**config.mk**
```make
export PLATFORM = sky130hd
export DESIGN_NAME = sprite_pixel_fetcher
export DESIGN_NICKNAME = d
export VERILOG_FILES = /design/src/rtl/sprite_pixel_fetcher.sv
export SDC_FILE = /design/constraint.sdc
export NUM_CORES = 1
export LEC_CHECK = 0
export CORE_ASPECT_RATIO = 1.1
export CORE_MARGIN = 2
export CORE_UTILIZATION = 55
export DETAILED_ROUTE_END_ITERATION = 6
export HOLD_SLACK_MARGIN = 0.1
export PLACE_DENSITY = 0.87
export SLEW_MARGIN = 10
export SYNTH_ARGS = -nofsm -noshare
export SYNTH_HDL_FRONTEND = slang
export SYNTH_SLANG_ARGS = --single-unit
```
**constraint.sdc**
```tcl
create_clock -name clk -period 2.85 [get_ports clk]
set_clock_uncertainty 0.05 [all_clocks]
set_input_delay 0.855 -clock clk [delete_from_list [all_inputs] [get_ports clk]]
set_output_delay 0.855 -clock clk [all_outputs]
set_load 0.05 [all_outputs]
```
**src/rtl/sprite_pixel_fetcher.sv**
```systemverilog
// Sprite tile-row fetcher: reads both bitplanes for each scanner match and merges the
// eight pixels into the sprite shifter under DMG or CGB priority rules.
module sprite_pixel_fetcher #(
  parameter int SHIFT_DEPTH = 8
) (
  input  logic        clk,
  input  logic        reset_n,
  input  logic        ce,
  input  logic        isGBC_game,
  input  logic        lcd_on,
  input  logic        line_start,
  input  logic        sprite_fetch,
  input  logic [10:0] sprite_addr,
  input  logic [7:0]  sprite_attr,
  input  logic [3:0]  sprite_index,
  output logic        sprite_fetch_done,
  output logic        fetch_busy,
  output logic [12:0] vram_addr,
  output logic        vram_bank,
  output logic        vram_rd,
  input  logic [7:0]  vram_data,
  input  logic        shift,
  output logic [1:0]  spr_color,
  output logic [2:0]  spr_pal,
  output logic        spr_bg_prio
);

  typedef enum logic [2:0] {
    S_IDLE  = 3'd0,
    S_OAM0  = 3'd1,
    S_OAM1  = 3'd2,
    S_LO    = 3'd3,
    S_HI    = 3'd4,
    S_MERGE = 3'd5,
    S_DONE  = 3'd6
  } state_t;

  state_t      state_r, state_next_s;
  logic [10:0] addr_r;
  logic [7:0]  attr_r;
  logic [3:0]  idx_r;
  logic [7:0]  lo_r;

  logic [1:0]  color_r [SHIFT_DEPTH];
  logic        prio_r  [SHIFT_DEPTH];
  logic [2:0]  pal_r   [SHIFT_DEPTH];
  logic [3:0]  index_r [SHIFT_DEPTH];

  logic [7:0]  lo_px_s, hi_px_s;
  logic [1:0]  new_color_s [SHIFT_DEPTH];
  logic        wr_s        [SHIFT_DEPTH];
  logic [2:0]  new_pal_s;
  logic        clear_s;

  function automatic logic [7:0] rev8(input logic [7:0] v);
    for (int i = 0; i < 8; i++) rev8[i] = v[7-i];
  endfunction

  assign clear_s = !reset_n || !lcd_on;

  // Next-state logic; sprite_fetch low before DONE aborts without merging.
  always_comb begin
    state_next_s = state_r;
    if (line_start) begin
      state_next_s = S_IDLE;
    end else begin
      case (state_r)
        S_IDLE:  state_next_s = sprite_fetch ? S_OAM0  : S_IDLE;
        S_OAM0:  state_next_s = sprite_fetch ? S_OAM1  : S_IDLE;
        S_OAM1:  state_next_s = sprite_fetch ? S_LO    : S_IDLE;
        S_LO:    state_next_s = sprite_fetch ? S_HI    : S_IDLE;
        S_HI:    state_next_s = sprite_fetch ? S_MERGE : S_IDLE;
        S_MERGE: state_next_s = sprite_fetch ? S_DONE  : S_IDLE;
        S_DONE:  state_next_s = sprite_fetch ? S_DONE  : S_IDLE;
        default: state_next_s = S_IDLE;
      endcase
    end
  end

  // State register and per-sprite capture registers.
  always_ff @(posedge clk) begin
    if (clear_s) begin
      state_r <= S_IDLE;
      addr_r  <= 11'd0;
      attr_r  <= 8'd0;
      idx_r   <= 4'd0;
      lo_r    <= 8'd0;
    end else if (ce) begin
      state_r <= state_next_s;
      if (state_r == S_LO) begin
        addr_r <= sprite_addr;
        attr_r <= sprite_attr;
        idx_r  <= sprite_index;
      end else begin
        addr_r <= addr_r;
        attr_r <= attr_r;
        idx_r  <= idx_r;
      end
      lo_r <= (state_r == S_HI) ? vram_data : lo_r;
    end else begin
      state_r <= state_r;
    end
  end

  // Pixel decode and per-entry write enable; hi plane comes straight off the bus in MERGE.
  always_comb begin
    lo_px_s   = attr_r[5] ? lo_r : rev8(lo_r);
    hi_px_s   = attr_r[5] ? vram_data : rev8(vram_data);
    new_pal_s = isGBC_game ? attr_r[2:0] : {2'b00, attr_r[4]};
    for (int p = 0; p < SHIFT_DEPTH; p++) begin
      new_color_s[p] = {hi_px_s[p], lo_px_s[p]};
      wr_s[p] = (new_color_s[p] != 2'd0) &&
                ((color_r[p] == 2'd0) || (isGBC_game && (idx_r < index_r[p])));
    end
  end

  // Sprite shifter: clear, merge a fetched row, or advance one pixel.
  always_ff @(posedge clk) begin
    for (int i = 0; i < SHIFT_DEPTH; i++) begin
      if (clear_s || (ce && line_start)) begin
        color_r[i] <= 2'd0;
        prio_r[i]  <= 1'b0;
        pal_r[i]   <= 3'd0;
        index_r[i] <= 4'd15;
      end else if (ce && state_r == S_MERGE && sprite_fetch) begin
        if (wr_s[i]) begin
          color_r[i] <= new_color_s[i];
          prio_r[i]  <= attr_r[7];
          pal_r[i]   <= new_pal_s;
          index_r[i] <= idx_r;
        end else begin
          color_r[i] <= color_r[i];
        end
      end else if (ce && shift && state_r == S_IDLE) begin
        if (i == SHIFT_DEPTH - 1) begin
          color_r[i] <= 2'd0;
          prio_r[i]  <= 1'b0;
          pal_r[i]   <= 3'd0;
          index_r[i] <= 4'd15;
        end else begin
          color_r[i] <= color_r[i+1];
          prio_r[i]  <= prio_r[i+1];
          pal_r[i]   <= pal_r[i+1];
          index_r[i] <= index_r[i+1];
        end
      end else begin
        color_r[i] <= color_r[i];
      end
    end
  end

  // VRAM request: low plane in LO, high plane in HI.
  always_comb begin
    vram_addr = 13'd0;
    vram_rd   = 1'b0;
    vram_bank = 1'b0;
    case (state_r)
      S_LO: begin
        vram_addr = {1'b0, sprite_addr, 1'b0};
        vram_rd   = 1'b1;
        vram_bank = isGBC_game & sprite_attr[3];
      end
      S_HI: begin
        vram_addr = {1'b0, addr_r, 1'b1};
        vram_rd   = 1'b1;
        vram_bank = isGBC_game & attr_r[3];
      end
      default: begin
        vram_addr = 13'd0;
      end
    endcase
  end

  assign sprite_fetch_done = (state_r == S_DONE);
  assign fetch_busy        = (state_r != S_IDLE);
  assign spr_color         = color_r[0];
  assign spr_pal           = pal_r[0];
  assign spr_bg_prio       = prio_r[0];

endmodule

```
=== Yosys cells after proc, flatten, opt, wreduce, memory -nomap -nowiden ===
Memories as Yosys holds them, arrays and structs flattened.
Cells that the tools add are included.

* $lt $le $gt $ge: 8
* Eq/ne operators: 6
* Muxes and demuxes: 168
* Bitwise gates (word level): 82
* Reductions and logical operators: 55

{| class="wikitable"
|+ Operator list
! cell !! number
|-
| $mux W1 || 92
|-
| $or A1 B1 Y1 || 80
|-
| $mux W2 || 34
|-
| $mux W4 || 16
|-
| $mux W3 || 21
|-
| $lt A4 B4 Y1 || 8
|-
| $pmux W12 S2 || 1
|-
| $logic_and A1 B1 Y1 || 21
|-
| $pmux W3 S6 || 1
|-
| $logic_not A2 Y1 || 8
|-
| $mux W8 || 2
|-
| $reduce_bool A2 Y1 || 8
|-
| $logic_or A1 B1 Y1 || 10
|-
| $eq A3 B3 Y1 const B || 3
|-
| $eq A3 B2 Y1 const B || 2
|-
| $reduce_and A2 Y1 || 2
|-
| $reduce_or A2 Y1 || 2
|-
| $eq A3 B1 Y1 const B || 1
|-
| $logic_not A3 Y1 || 1
|-
| $reduce_bool A3 Y1 || 1
|-
| $and A1 B1 Y1 || 2
|-
| $logic_not A1 Y1 || 2
|-
| $pmux W1 S2 || 1
|}

* Register bits after elaboration: 34
* Memory bits (writable): 80
* Bits of input ports: 39
* Output and inout bits: 23
* Word-level logic and storage cells: 328
* Memories: 4

{| class="wikitable"
|+ Memory list
! name !! depth !! bits a word !! read ports !! clocked after memory_dff !! write ports !! line !! text
|-
| index_r || 8 || 4 || 8 || 0 || 8 || 47 || <nowiki>logic [3:0] index_r [SHIFT_DEPTH];</nowiki>
|-
| pal_r || 8 || 3 || 8 || 0 || 8 || 46 || <nowiki>logic [2:0] pal_r [SHIFT_DEPTH];</nowiki>
|-
| color_r || 8 || 2 || 8 || 0 || 8 || 44 || <nowiki>logic [1:0] color_r [SHIFT_DEPTH];</nowiki>
|-
| prio_r || 8 || 1 || 8 || 0 || 8 || 45 || <nowiki>logic prio_r [SHIFT_DEPTH];</nowiki>
|}

=== Longest topological paths before layout ===
Gate-level depths: netlist of the first run.
An unclocked memory read counts as a cell.

* Depth in word-level cells: 13
* Mapped depth: 7
* Depth with buffers taken out: 6

=== Worst setup path before layout of the first run ===
OpenSTA, ideal clock, no wires.

* Path type: flip-flop to output port
* Start: register state_r[2]
* End: output port vram_addr[10]
* Data arrival time: 1.958 ns
* Data required time: 1.945 ns
* Slack: -0.013 ns
* Cell stages (with the launch flop): 5
* Buffers on the path: 2
* Cells stage by stage: dfxtp_1 buf_2 nor3b_2 clkbuf_1 a22o_1

* Word-level cells in the longest chain between the ends: 2
* Elaborated cells between the ends (all ways): 3
* Classes of those cells: eq/ne (2); mux (1)

{| class="wikitable"
|+ RTL lines
! what !! line !! text
|-
| start: declaration || 38 || <nowiki>state_t state_r, state_next_s;</nowiki>
|-
| start signal: assignment || 89 || <nowiki>state_r <= state_next_s;</nowiki>
|-
| start signal: assignment || 101 || <nowiki>state_r <= state_r;</nowiki>
|-
| $eq A3 B3 Y1 or $eq A3 B2 Y1 (tied branches) || 157 || <nowiki>case (state_r)</nowiki>
|-
| $pmux W12 S2 (*) || 157 ||
|-
| end: declaration || 18 || <nowiki>output logic [12:0] vram_addr,</nowiki>
|}

Every way passes the cells marked *; elsewhere a longest branch is shown, timed or not.

=== Worst setup path in the final report of the first run ===
* Start: register state_r[0]
* End: output port fetch_busy

* Word-level cells in the longest chain between the ends: 1

{| class="wikitable"
|+ RTL lines
! what !! line !! text
|-
| $reduce_bool A3 Y1 || 175 || <nowiki>assign fetch_busy = (state_r != S_IDLE);</nowiki>
|-
| end: declaration || 17 || <nowiki>output logic fetch_busy,</nowiki>
|}

Every way passes these cells.

==> run metrics, run 1 <==
M1 WL=5410 µm; Clock power frac=48.0%; Mapped Area=0.00592 mm²; Reg clk slew, reported paths=0.06 ns; Placed Area=0.00690 mm²; pin count of the biggest net entering global routing=51; CTS buffer count=17; count leader, synth=edfxtp_1; internal cell power=3.06 mW; fin crit period=2.78 ns; R2R Path End=pal_r[1][9]$_SDFFCE_PP0P_; Post-synth top cells=edfxtp_1, nand2_1, a21oi_1; Max Used Layer=met4; DR WL met2=7750 µm; Netlist cell types=52; Area Overhead vs Synth=25.7%; DRC violations left=0; r2r startpoint=idx_r[2]$_SDFFE_PP0P_; diode count=0; Routed WL per cell=19.1 µm; vias in the first global route=5,090; crit end category=output pin; routed wl met3=1440 µm; GP Congestion=0.876; Post-Syn Area per Cell=10.6 µm²; Yosys Warn Count=0; critical path class=register to output pin; die extent in x=103 µm; Post-synth EDFFs=80; Synth Instances=560; crit path cell chain=or3_1, clkdlybuf4s50_1; Core Footprint=0.0104 mm²; initial drt markers=366; Worst setup SP type=register; # clock sinks=113; Worst Tran Pin Value=0.707 ns; Synth Flop Type=edfxtp_1; Seq cells post-synth=113; Req. time, crit path=1.95 ns; Comb pwr share=6.7%; syn nets=623; slowest CP cell=clkdlybuf4s50_1; GRT Overall Usage=27.6%; H-Tree Depth=4; share of layout cells above drive strength 1=16.4%; max incr delay on CP=0.71 ns; HPWL after DPL=10,100 µm; post-synth top area share=40.6%; VDD IR max=0.000391 V; r2r setup slk=0.28 ns; Final Hold Viols=0; clk root buf=clkbuf_16; die area=0.0116 mm²; # IOs=62; Synth area leaders=edfxtp_1, dfxtp_1, ha_1; Yosys top cell by area=edfxtp_1; grt total ovfl=0; Slew HR=52.6%; reg2reg path depth=6; final period utilization=97.5%; post-route ant nets=0; worst setup path startpoint=state_r[0]$_SDFFE_PP0P_; number of vias per cell=6.32; sw frac=23.1%; highest clock rate=360 MHz; initial antenna violation count=0; Psw=0.918 mW; global-route wire length before repair=24,800 µm; Leakage Power=2.96 nW; sequential share of the synthesized area=51.7%; Crit Path Max Fanout=10; Nets=698; Port-buffer cells=59; Routed WL=15,100 µm; via count=4,998; RSZ-0062 raised after global routing=no; CTS tree=done; Setup Viol. Count Final=0; Reg power frac=45.3%; TNS Setup=0 ns; CP Data Arrival Time=1.87 ns; pwr/cell area=535 mW/mm²; initial cell density of the core=56.7%; design area=0.00744 mm²; Hold WC Path Type=register to register; Max Cap Viol=0; async set-or-reset flop fraction in the synthesized netlist=0%; Skew-Pair Late Insertion Delay=0.40 ns; CP endpoint=fetch_busy; Max Root-Sink Buffers=2; result of the run=finished, final reports clean; first-pass detailed-route iteration total=5; max-slew violations=0; Rows=39; Die Y-Extent=113 µm
-- cells by family after synthesis --
family	synth area share, %
compound gates	19.8
mux	4.78
fa+ha+maj	5.07
flops	51.7
simple gates	12.9
other cells	0.0634
buf+inv	5.64
-- worst min path at each step --
stage	slack [ns]	start	depth (start not counted)	endpoint
4_1_cts	0.41	addr_r[4]$_SDFFE_PP0P_	2	addr_r[4]$_SDFFE_PP0P_
3_3_place_gp	0.39	attr_r[3]$_SDFFE_PP0P_	2	attr_r[3]$_SDFFE_PP0P_
6_report	0.41	addr_r[7]$_SDFFE_PP0P_	2	addr_r[7]$_SDFFE_PP0P_
2_1_floorplan	0.38	attr_r[2]$_SDFFE_PP0P_	2	attr_r[2]$_SDFFE_PP0P_
5_1_grt	0.43	addr_r[7]$_SDFFE_PP0P_	2	addr_r[7]$_SDFFE_PP0P_
3_5_place_dp	0.40	attr_r[0]$_SDFFE_PP0P_	2	attr_r[0]$_SDFFE_PP0P_
-- layout by cell type, fill, tap and decap left out, types with 4 or more instances in the layout --
cell type        instances
clkinv_2                 5
o22ai_1                  5
o32a_1                  10
dfxtp_1                 32
inv_1                   25
o21ai_0                 34
a2bb2oi_1                6
and2_1                   5
inv_4                    5
a32o_1                  10
nor3_1                   5
nand2b_1                10
a22o_1                  17
nor2b_1                 11
a21oi_1                 36
a21o_1                   6
mux2i_1                 17
clkdlybuf4s50_1         44
nand2_1                 79
mux2_2                   6
a22oi_1                 15
edfxtp_1                80
a31oi_1                  6
nand3_1                  4
nor2_1                  32
buf_12                  17
buf_4                   34
clkbuf_16               18
or3_1                    6
ha_1                    24
-- what timing repair did --
action / 4_1_cts / 5_1_grt
pin swaps: 0 / 0
hold buffers: 0 / 0
endpoints found under the setup margin: 1 / 12
resized for setup: 1 / 1
buffers inserted: 0 / 0
-- flip-flops by register name (all words and copies together), names as in the netlist --
register	flops
color_r	16
pal_r	24
state_r	3
prio_r	8
idx_r	4
addr_r	11
attr_r	7
lo_r	8
index_r	32
-- critical path: cells and delay by family, from the launching register on --
kind | cells | cell delay, ns
and+or+nand+nor | 1 | 0.37
DFF | 1 | 0.39
buffers and inverters | 1 | 0.71
-- through the flow --
step | hold slack [ns] | setup slack [ns] | power, mW | std cells | utilization, %
6_report | 0.408 | 0.0701 | 3.98 | 791 | 71.2
5_1_grt | 0.431 | 0.0112 | 4.08 | 791 | 71.2
4_1_cts | 0.409 | 0.0239 | 3.99 | 791 | 71.2
3_5_place_dp | 0.400 | -0.0638 | 2.09 | 759 | 66.1
3_3_place_gp | 0.392 | -0.0477 | 2.08 | 759 | 66.1
2_1_floorplan | 0.382 | 0.189 | 1.96 | 560 | -
-- cell type report --
cell class                      count  area [µm²]
Inverter                           25        93.8
Tap cell                          143         179
Clock inverter                     13        81.3
Timing Repair Buffer               96        1040
Fill cell                         716        3000
Sequential cell                   113        3060
Multi-Input combinational cell    382        2520
Clock buffer                       19         454
-- layer usage --
| layer | track usage [%] | up-vias |
|---|---|---|
| met5 | 0 | - |
| met1 | 33.1 | 2413 |
| met3 | 8.77 | 58 |
| li1 | - | 2226 |
| met4 | 11.2 | 0 |
| met2 | 45.8 | 301 |
-- power groups by stage --
stage / clock network, mW / logic, mW / registers, mW
after floorplan: 0 / 0.124 / 1.84
after global placement: 0 / 0.246 / 1.83
after detailed placement: 0 / 0.254 / 1.83
after CTS: 1.93 / 0.260 / 1.80
after global routing: 1.99 / 0.279 / 1.80
final: 1.91 / 0.265 / 1.80
No activity file was read; power rests on OpenSTA's default activity.
==> run 2: changes to the inputs <==
--- a/config.mk
+++ b/config.mk
@@ -5,6 +5,7 @@
 export SDC_FILE = /design/constraint.sdc
 export NUM_CORES = 1
 export LEC_CHECK = 0
+export CAP_MARGIN = 10
 export CORE_ASPECT_RATIO = 1.1
 export CORE_MARGIN = 2
 export CORE_UTILIZATION = 55
==> results of run 2 <==
Final layout, timing and power as in run 1 (identical DEF).
